--- src/rtl/branch_tag_if.sv ---
// Branch tag bus between ID/branch unit (master) and the tag controller (slave).
interface branch_tag_if #(
    parameter int unsigned TAG_WIDTH  = 2,
    parameter int unsigned ENTRIES    = 1 << TAG_WIDTH,
    parameter int unsigned ADDR_WIDTH = 32
);
    logic                  alloc_req;
    logic                  alloc_ready;
    logic [TAG_WIDTH-1:0]  alloc_tag;
    logic [ENTRIES-1:0]    live_mask;
    logic                  resolve_valid;
    logic [TAG_WIDTH-1:0]  resolve_tag;
    logic                  resolve_mispredict;
    logic [ADDR_WIDTH-1:0] resolve_target;
    logic                  flush;
    logic [ENTRIES-1:0]    flush_mask;
    logic                  redirect_valid;
    logic [ADDR_WIDTH-1:0] redirect_pc;
    logic                  full;
    logic                  empty;

    modport master (
        output alloc_req, resolve_valid, resolve_tag, resolve_mispredict, resolve_target,
        input  alloc_ready, alloc_tag, live_mask, flush, flush_mask,
               redirect_valid, redirect_pc, full, empty
    );

    modport slave (
        input  alloc_req, resolve_valid, resolve_tag, resolve_mispredict, resolve_target,
        output alloc_ready, alloc_tag, live_mask, flush, flush_mask,
               redirect_valid, redirect_pc, full, empty
    );
endinterface

--- src/rtl/branch_tag_ctrl.sv ---
// Branch tag allocator: age-ordered ring of in-flight branches with in-order retire
// and mispredict squash of younger tags followed by a one-cycle flush/redirect.
module branch_tag_ctrl #(
    parameter int unsigned TAG_WIDTH  = 2,
    parameter int unsigned ENTRIES    = 1 << TAG_WIDTH,
    parameter int unsigned ADDR_WIDTH = 32
) (
    input  logic       clk,
    input  logic       rst,
    branch_tag_if.slave bus
);
    localparam int unsigned TW = TAG_WIDTH;
    localparam int unsigned PW = TAG_WIDTH + 1;

    logic [ENTRIES-1:0]    valid_q, valid_d;
    logic [ENTRIES-1:0]    resolved_q, resolved_d;
    logic [PW-1:0]         head_q, head_d;
    logic [PW-1:0]         tail_q, tail_d;
    logic                  flush_q, flush_d;
    logic [ENTRIES-1:0]    flush_mask_q, flush_mask_d;
    logic                  redirect_valid_q, redirect_valid_d;
    logic [ADDR_WIDTH-1:0] redirect_pc_q, redirect_pc_d;

    logic [TW-1:0]         head_idx_c, tail_idx_c, t_off_c;
    logic                  full_c, empty_c, tag_live_c, mispred_c, alloc_fire_c, retire_c;
    logic [ENTRIES-1:0]    young_c;

    // State register
    always_ff @(posedge clk) begin
        if (!rst) begin
            valid_q          <= '0;
            resolved_q       <= '0;
            head_q           <= '0;
            tail_q           <= '0;
            flush_q          <= 1'b0;
            flush_mask_q     <= '0;
            redirect_valid_q <= 1'b0;
            redirect_pc_q    <= '0;
        end else begin
            valid_q          <= valid_d;
            resolved_q       <= resolved_d;
            head_q           <= head_d;
            tail_q           <= tail_d;
            flush_q          <= flush_d;
            flush_mask_q     <= flush_mask_d;
            redirect_valid_q <= redirect_valid_d;
            redirect_pc_q    <= redirect_pc_d;
        end
    end

    // Next-state: resolve/squash, then retire at head, then allocate at tail
    always_comb begin
        head_idx_c   = head_q[TW-1:0];
        tail_idx_c   = tail_q[TW-1:0];
        full_c       = (head_q ^ tail_q) == {1'b1, {TW{1'b0}}};
        empty_c      = head_q == tail_q;
        tag_live_c   = valid_q[bus.resolve_tag];
        mispred_c    = bus.resolve_valid && bus.resolve_mispredict && tag_live_c;
        alloc_fire_c = bus.alloc_req && !full_c && !mispred_c;
        retire_c     = valid_q[head_idx_c] && resolved_q[head_idx_c];
        // Age of an entry is its distance from head; younger means larger distance
        t_off_c      = bus.resolve_tag - head_idx_c;
        young_c      = '0;
        for (int i = 0; i < int'(ENTRIES); i++) begin
            young_c[i] = valid_q[i] && (TW'(TW'(i) - head_idx_c) > t_off_c);
        end

        valid_d          = valid_q;
        resolved_d       = resolved_q;
        head_d           = head_q;
        tail_d           = tail_q;
        flush_d          = mispred_c;
        flush_mask_d     = mispred_c ? young_c : '0;
        redirect_valid_d = mispred_c;
        redirect_pc_d    = mispred_c ? bus.resolve_target : '0;

        if (bus.resolve_valid && tag_live_c) begin
            resolved_d[bus.resolve_tag] = 1'b1;
        end
        if (mispred_c) begin
            valid_d = valid_d & ~young_c;
            tail_d  = head_q + PW'(t_off_c) + PW'(1);
        end
        if (retire_c) begin
            valid_d[head_idx_c]    = 1'b0;
            resolved_d[head_idx_c] = 1'b0;
            head_d                 = head_q + PW'(1);
        end
        if (alloc_fire_c) begin
            valid_d[tail_idx_c]    = 1'b1;
            resolved_d[tail_idx_c] = 1'b0;
            tail_d                 = tail_q + PW'(1);
        end
    end

    assign bus.alloc_ready    = !full_c && !mispred_c;
    assign bus.alloc_tag      = tail_idx_c;
    assign bus.live_mask      = valid_q;
    assign bus.flush          = flush_q;
    assign bus.flush_mask     = flush_mask_q;
    assign bus.redirect_valid = redirect_valid_q;
    assign bus.redirect_pc    = redirect_pc_q;
    assign bus.full           = full_c;
    assign bus.empty          = empty_c;
endmodule

--- src/flat_wrapper.sv ---
// flat-port wrapper written by rule: the top's interface ports become plain ports
module branch_tag_ctrl_flat 
#(
    parameter int unsigned TAG_WIDTH  = 2,
    parameter int unsigned ENTRIES    = 1 << TAG_WIDTH,
    parameter int unsigned ADDR_WIDTH = 32
)
  (clk, rst, bus_alloc_req, bus_resolve_valid, bus_resolve_tag, bus_resolve_mispredict, bus_resolve_target, bus_alloc_ready, bus_alloc_tag, bus_live_mask, bus_flush, bus_flush_mask, bus_redirect_valid, bus_redirect_pc, bus_full, bus_empty);
  branch_tag_if #(.TAG_WIDTH(TAG_WIDTH), .ENTRIES(ENTRIES), .ADDR_WIDTH(ADDR_WIDTH)) bus_i ();
  input  logic clk;
  input  logic rst;
  input wire logic [$bits(bus_i.alloc_req)-1:0] bus_alloc_req;
  input wire logic [$bits(bus_i.resolve_valid)-1:0] bus_resolve_valid;
  input wire logic [$bits(bus_i.resolve_tag)-1:0] bus_resolve_tag;
  input wire logic [$bits(bus_i.resolve_mispredict)-1:0] bus_resolve_mispredict;
  input wire logic [$bits(bus_i.resolve_target)-1:0] bus_resolve_target;
  output wire logic [$bits(bus_i.alloc_ready)-1:0] bus_alloc_ready;
  output wire logic [$bits(bus_i.alloc_tag)-1:0] bus_alloc_tag;
  output wire logic [$bits(bus_i.live_mask)-1:0] bus_live_mask;
  output wire logic [$bits(bus_i.flush)-1:0] bus_flush;
  output wire logic [$bits(bus_i.flush_mask)-1:0] bus_flush_mask;
  output wire logic [$bits(bus_i.redirect_valid)-1:0] bus_redirect_valid;
  output wire logic [$bits(bus_i.redirect_pc)-1:0] bus_redirect_pc;
  output wire logic [$bits(bus_i.full)-1:0] bus_full;
  output wire logic [$bits(bus_i.empty)-1:0] bus_empty;
  assign bus_i.alloc_req = bus_alloc_req;
  assign bus_i.resolve_valid = bus_resolve_valid;
  assign bus_i.resolve_tag = bus_resolve_tag;
  assign bus_i.resolve_mispredict = bus_resolve_mispredict;
  assign bus_i.resolve_target = bus_resolve_target;
  assign bus_alloc_ready = bus_i.alloc_ready;
  assign bus_alloc_tag = bus_i.alloc_tag;
  assign bus_live_mask = bus_i.live_mask;
  assign bus_flush = bus_i.flush;
  assign bus_flush_mask = bus_i.flush_mask;
  assign bus_redirect_valid = bus_i.redirect_valid;
  assign bus_redirect_pc = bus_i.redirect_pc;
  assign bus_full = bus_i.full;
  assign bus_empty = bus_i.empty;
  branch_tag_ctrl #(.TAG_WIDTH(TAG_WIDTH), .ENTRIES(ENTRIES), .ADDR_WIDTH(ADDR_WIDTH)) u_core (.clk(clk), .rst(rst), .bus(bus_i));
endmodule
--- config.mk ---
export PLATFORM = sky130hd
export DESIGN_NAME = branch_tag_ctrl_flat
export DESIGN_NICKNAME = d
export VERILOG_FILES = /design/src/rtl/branch_tag_if.sv /design/src/rtl/branch_tag_ctrl.sv /design/src/flat_wrapper.sv
export SDC_FILE = /design/constraint.sdc
export NUM_CORES = 1
export LEC_CHECK = 0
export CAP_MARGIN = 20
export CORE_ASPECT_RATIO = 0.6
export CORE_MARGIN = 2
export CORE_UTILIZATION = 42
export CTS_BUF_LIST = sky130_fd_sc_hd__clkbuf_16
export CTS_CLUSTER_SIZE = 25
export DETAILED_ROUTE_END_ITERATION = 8
export HOLD_SLACK_MARGIN = 0.15
export MAX_ROUTING_LAYER = met4
export PLACE_DENSITY = 0.83
export REMOVE_ABC_BUFFERS = 1
export SETUP_SLACK_MARGIN = 0.5
export SLEW_MARGIN = 20
export SYNTH_ARGS = -nofsm -noshare
export SYNTH_HDL_FRONTEND = slang
export SYNTH_SLANG_ARGS = --single-unit
export TNS_END_PERCENT = 50
--- constraint.sdc ---
create_clock -name clk -period 3.2 [get_ports clk]
set_clock_uncertainty 0.1 [all_clocks]
set_input_delay 0.64 -clock clk [delete_from_list [all_inputs] [get_ports clk]]
set_output_delay 0.64 -clock clk [all_outputs]
set_load 0.1 [all_outputs]
Word level (Yosys, flattened, before mapping)
Index checks and enable logic that the tools add are counted.

storage, ports and cells
  word-level logic and storage cells = 76
  ROM bits = 0
  output and inout port bits = 47
  memories = 0
  bits in latches = 0
  register bits = 51
  RAM bits = 0

operators by class
  mux-type cells = 20
  reductions and logical operators = 18
  bitwise operators = 10
  divide/modulo/power cells = 0
  $lt $le $gt $ge = 10
  add/sub/neg operators = 9
  equal/unequal tests = 2
  multiply operators = 0
  shifts and indexed selects = 0

operators by type and width
  kind                   count
  $mux W4                6
  $and A4 B4 Y4          4
  $logic_and A1 B1 Y1    14
  $not A4 Y4             3
  $add A3 B1 Y3 const B  3
  $lt A2 B3 Y1 const B   3
  $gt A2 B2 Y1           4
  $or A4 B4 Y4           2
  $bmux W1 S2            3
  $demux W1 S2           3
  $ge A2 B1 Y1 const B   3
  $mux W1                6
  $mux W3                2
  $sub A1 B2 Y2 const A  2
  $sub A2 B2 Y2 const A  2
  $add A3 B2 Y3          1
  $eq A3 B3 Y1           1
  $eq A3 B3 Y1 const B   1
  $xor A3 B3 Y3          1
  $logic_not A1 Y1       2
  $reduce_and A2 Y1      1
  $reduce_bool A2 Y1     1
  $sub A2 B2 Y2          1

Depth between registers and ports, before layout
Gate-level depths: netlist of run 1.

  depth in word-level cells = 10
  gate-level depth with buffers = 10
  gate-level depth less buffers = 10

Worst setup path before layout of run 1
Ideal clock, no wire load.

  kind = reg-to-output
  from = register u_core.valid_q[3] (netlist: u_core.bus.live_mask[3])
  to = output port bus_alloc_ready
  setup slack = -0.424 ns
  data required time = 2.460 ns
  arrival time = 2.884 ns
  path buffers = 1
  cell stages (with the launch flop) = 5
  path through = dfxtp_1 > mux2i_1 > o22a_1 > clkbuf_1 > nor2b_1

between the ends
  word-level cells in the longest chain between the ends = 5

ends and longest elaborated chain
  element                        line                   source
  from (decl)                    branch_tag_ctrl.sv:15  logic [ENTRIES-1:0] valid_q, valid_d;
  from (signal assigned)         branch_tag_ctrl.sv:40  valid_q <= valid_d;
  $bmux W1 S2                    branch_tag_ctrl.sv:57  tag_live_c = valid_q[bus.resolve_tag];
  $mux W1 (not written as such)  branch_tag_ctrl.sv:57
  $logic_and A1 B1 Y1            branch_tag_ctrl.sv:58  mispred_c = bus.resolve_valid && bus.resolve_mispredict && tag_live_c;
  $logic_not A1 Y1               branch_tag_ctrl.sv:96  assign bus.alloc_ready = !full_c && !mispred_c;
  $logic_and A1 B1 Y1            branch_tag_ctrl.sv:96
  to (decl)                      flat_wrapper.sv:17     output wire logic [$bits(bus_i.alloc_ready)-1:0] bus_alloc_ready;

No other way between the ends. The select of a mux whose other input is x is not followed.

Worst setup path in the final report of run 1
  from = input port bus_resolve_valid
  to = output port bus_alloc_ready

between the ends
  word-level cells in the longest chain between the ends = 4

ends and longest elaborated chain
  element                           line                   source
  from (decl)                       flat_wrapper.sv:13     input wire logic [$bits(bus_i.resolve_valid)-1:0] bus_resolve_valid;
  $logic_and A1 B1 Y1 (2 in a row)  branch_tag_ctrl.sv:58
  $logic_not A1 Y1                  branch_tag_ctrl.sv:96
  $logic_and A1 B1 Y1               branch_tag_ctrl.sv:96

No other way between the ends.

==> results.md, run 1 <==
* FF+latch area at about 1000 um^2
* Hpwl dp at between 3000 and 4000 um
* Sequential share of power at between 40% and 50%
* Largest cells by area after synthesis: dfxtp_1 (49%), and2_1 (9.9%), ha_1 (7.8%)
* Leak at roughly 1.4 nW
* Multi-input logic area at 952 um^2
* ANT cells at 0
* Vias in the first global route at approximately 1600
* Sequential fraction of the synthesis area at about half
* CTS Buffer Depth at 2
* Syn avg cell area at approximately 10 um^2
* DR DRC count at 0
* GP Congestion at between 0.9 and 1
* Design area at between 3000 and 4000 um^2
* Fin. Hold Viols at 0
* Tmin final at ~2700 ps
* RR Startpoint: u_core.head_q[0]$_SDFFE_PN0P_
* Clk sinks at between 50 and 60
* CP endpoint kind: output port
* Slew HR at between 60 and 70%
* Clock-pin slew on the worst setup and hold paths at 70 ps
* PortBufs at 85
* GR Util All Layers at roughly a fifth
* Worst vdd ir at 0.262 mV
* Final number of max-transition violations at 0
* Reg-to-Reg End: u_core.bus.live_mask[0]$_SDFF_PN0_
* Num CTS Buffers at 5
* Post-DP Area at 2900 um^2
* Share of cells above drive strength 1 at roughly a quarter
* Reg2Reg Depth at 9
* RSZ-0062 raised after global routing: yes
* Total Wirelength at approximately 5000 um
* Starting Density at around 45%
* Finish-stage setup viols at 0
* Critical path launch point: bus_resolve_valid
* Synthesis Warnings at 0
* # rows at 19
* First-pass GRT wire length at 8070 um
* Critical Path AT at 1920 ps
* Cells after Synth at 205
* TritonRoute pass-1 iters at 5
* PnR worst setup slack at approximately 540 ps
* Nets at between 300 and 400
* Clock root cell: clkbuf_16
* Setup TNS at 0 ps
* Total gr overflow at 0
* Net Sw Power at around 0.43 mW
* Comb pwr share at between 10% and 20%
* Largest net degree at the start of global routing at 35
* Setup slack, reg-to-reg at 730 ps
* Hold Path Class: flip-flop to flip-flop
* Initial antenna violation count at 0
* # IOs at 86
* Die width at between 90 and 100 um
* CTS tree: built
* Critical Path Source Type: primary input
* Internal Power at 1.11 mW
* PD cells at between 500 and 600 nW/um^2
* DIE AREA at 5570 um^2
* Top cell type's share of synthesized area at between 40% and 50%
* Mapped Area at around 2100 um^2
* Synth area leader: dfxtp_1
* CP max FO at 5
* Part of the power in the clock network at between 30% and 40%
* Fillers at 356
* Setup slack at placement at 126 ps
* CP required at 2460 ps
* DR vias/cell at approximately 4.9
* Highest clock rate at 376 MHz
* Area Overhead vs Synth at 47.5%
* Final period util at a little over four fifths
* Synth unique cells at 36
* H-tree levels at 2
* Commonest non-fill, non-tap cells in the layout: buf_4 (51), dfxtp_1 (51), clkdlybuf4s50_1 (36)
* Antenna viol nets, final at 0
* Vias at about 1700
* CP endpoint: bus_alloc_ready
* Worst-Skew Late Latency at 290 ps
* Status: finished clean
* Worst slew pin tran at 539 ps
* Core ar. at about 4700 um^2
* Max Cap Violations at 0
* Sw frac at between 20 and 30%
* Iteration-0 DRC count of the detailed router at around 150
* Path type of the worst setup path: primary input to output port
* Die Ht at around 60 um
* Yosys reg bits at between 50 and 60
* Routed len/inst at 14.2 um
[cells in the mapped netlist (all sizes together)]
| master | number |
|---|---|
| inv | 19 |
| nor4 | 3 |
| xor2 | 2 |
| a31oi | 4 |
| a41oi | 2 |
| ha | 13 |
| a211oi | 4 |
| a211o | 1 |
| and3 | 3 |
| mux2i | 4 |
| xnor2 | 5 |
| o211ai | 1 |
| mux4 | 1 |
| a21oi | 5 |
| and2 | 33 |
| buf | 5 |
| o21a | 1 |
| o2bb2ai | 4 |
| nand3 | 3 |
| dfxtp | 51 |
| o22a | 1 |
| a21o | 1 |
| nor2 | 3 |
| nand3b | 1 |
| clkbuf | 4 |
| nor2b | 3 |
| a32o | 1 |
| fa | 3 |
| or3 | 1 |
| nand2 | 8 |
| or2 | 1 |
| o21ai | 14 |
[state kept, by name, summed over array words and instances (netlist names)]
name	flops
u_core.tail_q	3
u_core.resolved_q	4
u_core.bus.live_mask	4
u_core.bus.flush_mask	4
u_core.head_q	3
u_core.bus.redirect_pc	32
u_core.bus.flush	1
[stage by stage]
step	instances	hold slack [ps]	total power, mW	utilization [%]
6_report	358	418	1.55	65.8
5_1_grt	358	452	1.60	65.8
4_1_cts	358	415	1.56	65.7
3_5_place_dp	349	408	0.972	61.9
3_3_place_gp	349	410	0.969	61.9
2_1_floorplan	196	393	0.868	-
[critical path: stages]
cell and delay [ps]:
clkdlybuf4s50_1 550, nand3_1 90, o22a_2 290, nor2b_2 180
buf_12 160
[what timing repair did]
item,4_1_cts,5_1_grt
setup endpoints to repair,4,34
pin swaps,3,0
hold buffers,0,0
setup buffers,1,0
gates resized for setup,8,1
[cell families (layout without fill, tap and decap cells)]
kind of cell / count (synthesis) / after routing / share of synthesized area (%)
flip-flops: 51 / 51 / 48.9
AND/OR/NAND/NOR: 59 / 59 / 16.3
buffers and inverters: 28 / 118 / 6.11
AO/OA/AOI/OAI: 39 / 39 / 12.1
adder cells (fa/ha/maj): 16 / 16 / 10.7
multiplexers: 5 / 5 / 2.99
XOR/XNOR: 7 / 7 / 2.93
[per-layer routing]
layer  vias to the layer above  share of wire, %  global-route usage (%)
met4                         0              0.67                    5.80
met2                        90                47                    29.8
li1                        863                 -                       -
met1                       792                43                    26.2
met5                         -                 0                       -
met3                         2                10                    4.74
[power groups by stage]
stage / logic, mW / registers, mW / clock network (mW)
after floorplan: 0.0999 / 0.769 / 0
after global placement: 0.289 / 0.680 / 0
after detailed placement: 0.292 / 0.680 / 0
after CTS: 0.294 / 0.666 / 0.599
after global routing: 0.312 / 0.669 / 0.617
final: 0.296 / 0.667 / 0.585
[final cells by class]
cell class                      instances  share of cell area, %
Clock buffer                            5                   4.06
Clock inverter                          3                   1.26
Inverter                               19                   2.40
Multi-Input combinational cell        126                   30.9
Sequential cell                        51                   33.1
Tap cell                               63                   2.56
Timing Repair Buffer                   91                   25.7
[how the worst min path moves through the flow]
stage,from,to,slack (ps),depth (start not counted)
final,u_core.bus.live_mask[0]$_SDFF_PN0_,u_core.bus.flush_mask[0]$_SDFF_PN0_,420,2
after global routing,u_core.bus.live_mask[0]$_SDFF_PN0_,u_core.bus.flush_mask[0]$_SDFF_PN0_,450,2
after CTS,u_core.bus.live_mask[0]$_SDFF_PN0_,u_core.bus.flush_mask[0]$_SDFF_PN0_,420,2
after detailed placement,u_core.bus.live_mask[0]$_SDFF_PN0_,u_core.bus.flush_mask[0]$_SDFF_PN0_,410,2
after global placement,u_core.bus.live_mask[1]$_SDFF_PN0_,u_core.bus.flush_mask[1]$_SDFF_PN0_,410,2
after floorplan,u_core.head_q[2]$_SDFFE_PN0P_,u_core.head_q[2]$_SDFFE_PN0P_,390,2
(Power assumes the default switching activity.)
==> inputs of run 2 (changes only) <==
- CORE_UTILIZATION: 42 -> 38
- PLACE_DENSITY: 0.83 -> 0.79
- clock period: 3.2 -> 2.4 ns (I/O delays scaled with it)
==> run 2 against run 1 <==
- non-clock buffer count rose by 32
- total power grew 35%
- combinational power is 74% higher
- worst setup slack lost 280 ps
- largest cell class is now multi-input gates
- first-iteration DRC count is 30% lower
- critical path depth increased by 4
- final cell count increased by 10%
- critical endpoint is now u_core.bus.live_mask[0]$_SDFF_PN0_
- critical path type is now flip-flop to flip-flop
- design area is 17% higher
==> results.md, run 2 (synthesis gave the netlist of run 1 again) <==
* Status: finished clean
* Worst vdd ir at 0.440 mV
* Met2 routed WL at about 3000 um
* Fin cells at about 400
* First-pass GRT wire length at 9600 um
* DR DRC count at 0
* CP required at 2480 ps
* DR top layer: met4
* # rows at 20
* Starting Density at 40.3%
* Die Ht at about 60 um
* ANT cells at 0
* CTS tree: built
* Initial antenna violation count at 0
* Max FFs per register at 32
* Final Util at between 60% and 70%
* Final period util at slightly below 90%
* TritonRoute pass-1 iters at 4
* Worst-Skew Late Latency at between 200 and 300 ps
* DR vias/cell at around 5.0
* Critical Path Source Type: flip-flop
* Clk sinks at 51
* Area Overhead vs Synth at 73.3%
* Tmin final at 2140 ps
* Clock root cell: clkbuf_16
* M1 WL at 2910 um
* PD cells at 576 nW/um^2
* Antenna viol nets, final at 0
* Clock-pin slew on the worst setup and hold paths at approximately 60 ps
* CP max FO at 4
* H-tree levels at 2
* Hpwl dp at 4230 um
* Hold Path Class: flip-flop to flip-flop
* Metal3 WL at just under 700 um
* Most common cell after layout, fill and taps aside: buf_4
* Finish-stage setup viols at 0
* Routed len/inst at 16.8 um
* Nets at roughly 380
* Vias in the first global route at approximately 1900
* Total Wirelength at roughly 6600 um
* Final number of max-transition violations at 0
* Fin. Hold Viols at 0
* Worst slew pin tran at 462 ps
* Critical Path AT at approximately 2200 ps
* CP endpoint kind: flip-flop
* Vias at 1987
* Max Cap Violations at 0
* GR Util All Layers at between 20% and 30%
* Highest clock rate at roughly 470 MHz
* GP Congestion at 0.913
* Largest net degree at the start of global routing at 18
* RSZ-0062 raised after global routing: yes
* Share of cells above drive strength 1 at between 40% and 50%
* Commonest non-fill, non-tap cells in the layout: buf_4 (74), dfxtp_1 (45), clkdlybuf4s50_1 (34)
* Die width at roughly 100 um
* CTS Buffer Depth at 2
* Core ar. at around 5200 um^2
* Num CTS Buffers at 5
* PortBufs at between 80 and 90
* Placed cells at around 360
* Path type of the worst setup path: flip-flop to flip-flop
* Iteration-0 DRC count of the detailed router at approximately 110
* Fillers at between 300 and 400
* # IOs at 86
* Min Hold Slack at ~430 ps
* DIE AREA at 6130 um^2
* Slew HR at slightly below 70%
* Post-cts hold buffer count at 0
* Leak at 1.57 nW
* Total gr overflow at 0
## run 2: cell count changes in the layout (fill, tap and decap cells not counted), moves of 5 or more
cell,before,now
buf_4,51,74
o21ai_0,14,4
buf_6,1,8
dfxtp_1,51,45
o21ai_2,0,6
dfxtp_2,0,5
## run 2: through the flow
stage                     cell area [um^2]  TNS, ps  power, mW  setup slack [ps]
after global routing                  3620        0       2.16               225
after global placement                3000   -14230       1.33              -470
after detailed placement              3000   -18860       1.33              -559
final                                 3620        0       2.08               258
after CTS                             3410        0       2.05               244
after floorplan                       2040    -2670       1.16             -1520
## run 2: layout make-up
class | instances | area (um^2) | share of cell area, %
Multi-Input combinational cell | 127 | 1200 | 33.0
Clock buffer | 5 | 125 | 3.46
Inverter | 19 | 76.3 | 2.11
Clock inverter | 3 | 16.3 | 0.449
Tap cell | 66 | 82.6 | 2.28
Sequential cell | 51 | 1030 | 28.5
Timing Repair Buffer | 123 | 1090 | 30.2
## run 2: report_power, final
group          total [mW]  leakage (nW)  internal, mW  switching [mW]
Clock               0.673        0.0710         0.381           0.293
Sequential          0.895         0.415         0.866          0.0296
Combinational       0.515          1.09         0.208           0.307
## run 2: worst max-delay path, stage by stage (launching register included)
cell,delay [ps]
dfxtp_4,380
ha_4,140
inv_4,40
fa_2,600
inv_2,60
ha_4,270
nor2b_4,160
o2bb2ai_4,70
o21ai_2,150
o2bb2ai_2,70
## run 2: repair_timing
action,in CTS,in global routing
pin swaps,13,16
buffers inserted,15,8
endpoints found under the setup margin,51,35
gates cloned,1,0
resized for setup,54,34
## run 2: worst paths after layout
path | start | to | slack [ps] | depth (start not counted)
max | u_core.head_q[0]$_SDFFE_PN0P_ | u_core.bus.live_mask[0]$_SDFF_PN0_ | 260 | 9
min | u_core.head_q[2]$_SDFFE_PN0P_ | u_core.head_q[2]$_SDFFE_PN0P_ | 430 | 2
min reg2reg | u_core.head_q[2]$_SDFFE_PN0P_ | u_core.head_q[2]$_SDFFE_PN0P_ | 430 | 2
max reg2reg | u_core.head_q[0]$_SDFFE_PN0P_ | u_core.bus.live_mask[0]$_SDFF_PN0_ | 260 | 9
## run 2: layer usage
layer	track usage (%)	up-vias
met5	-	-
met4	5.68	0
met3	4.65	8
met2	32.1	105
met1	30.2	951
li1	-	923
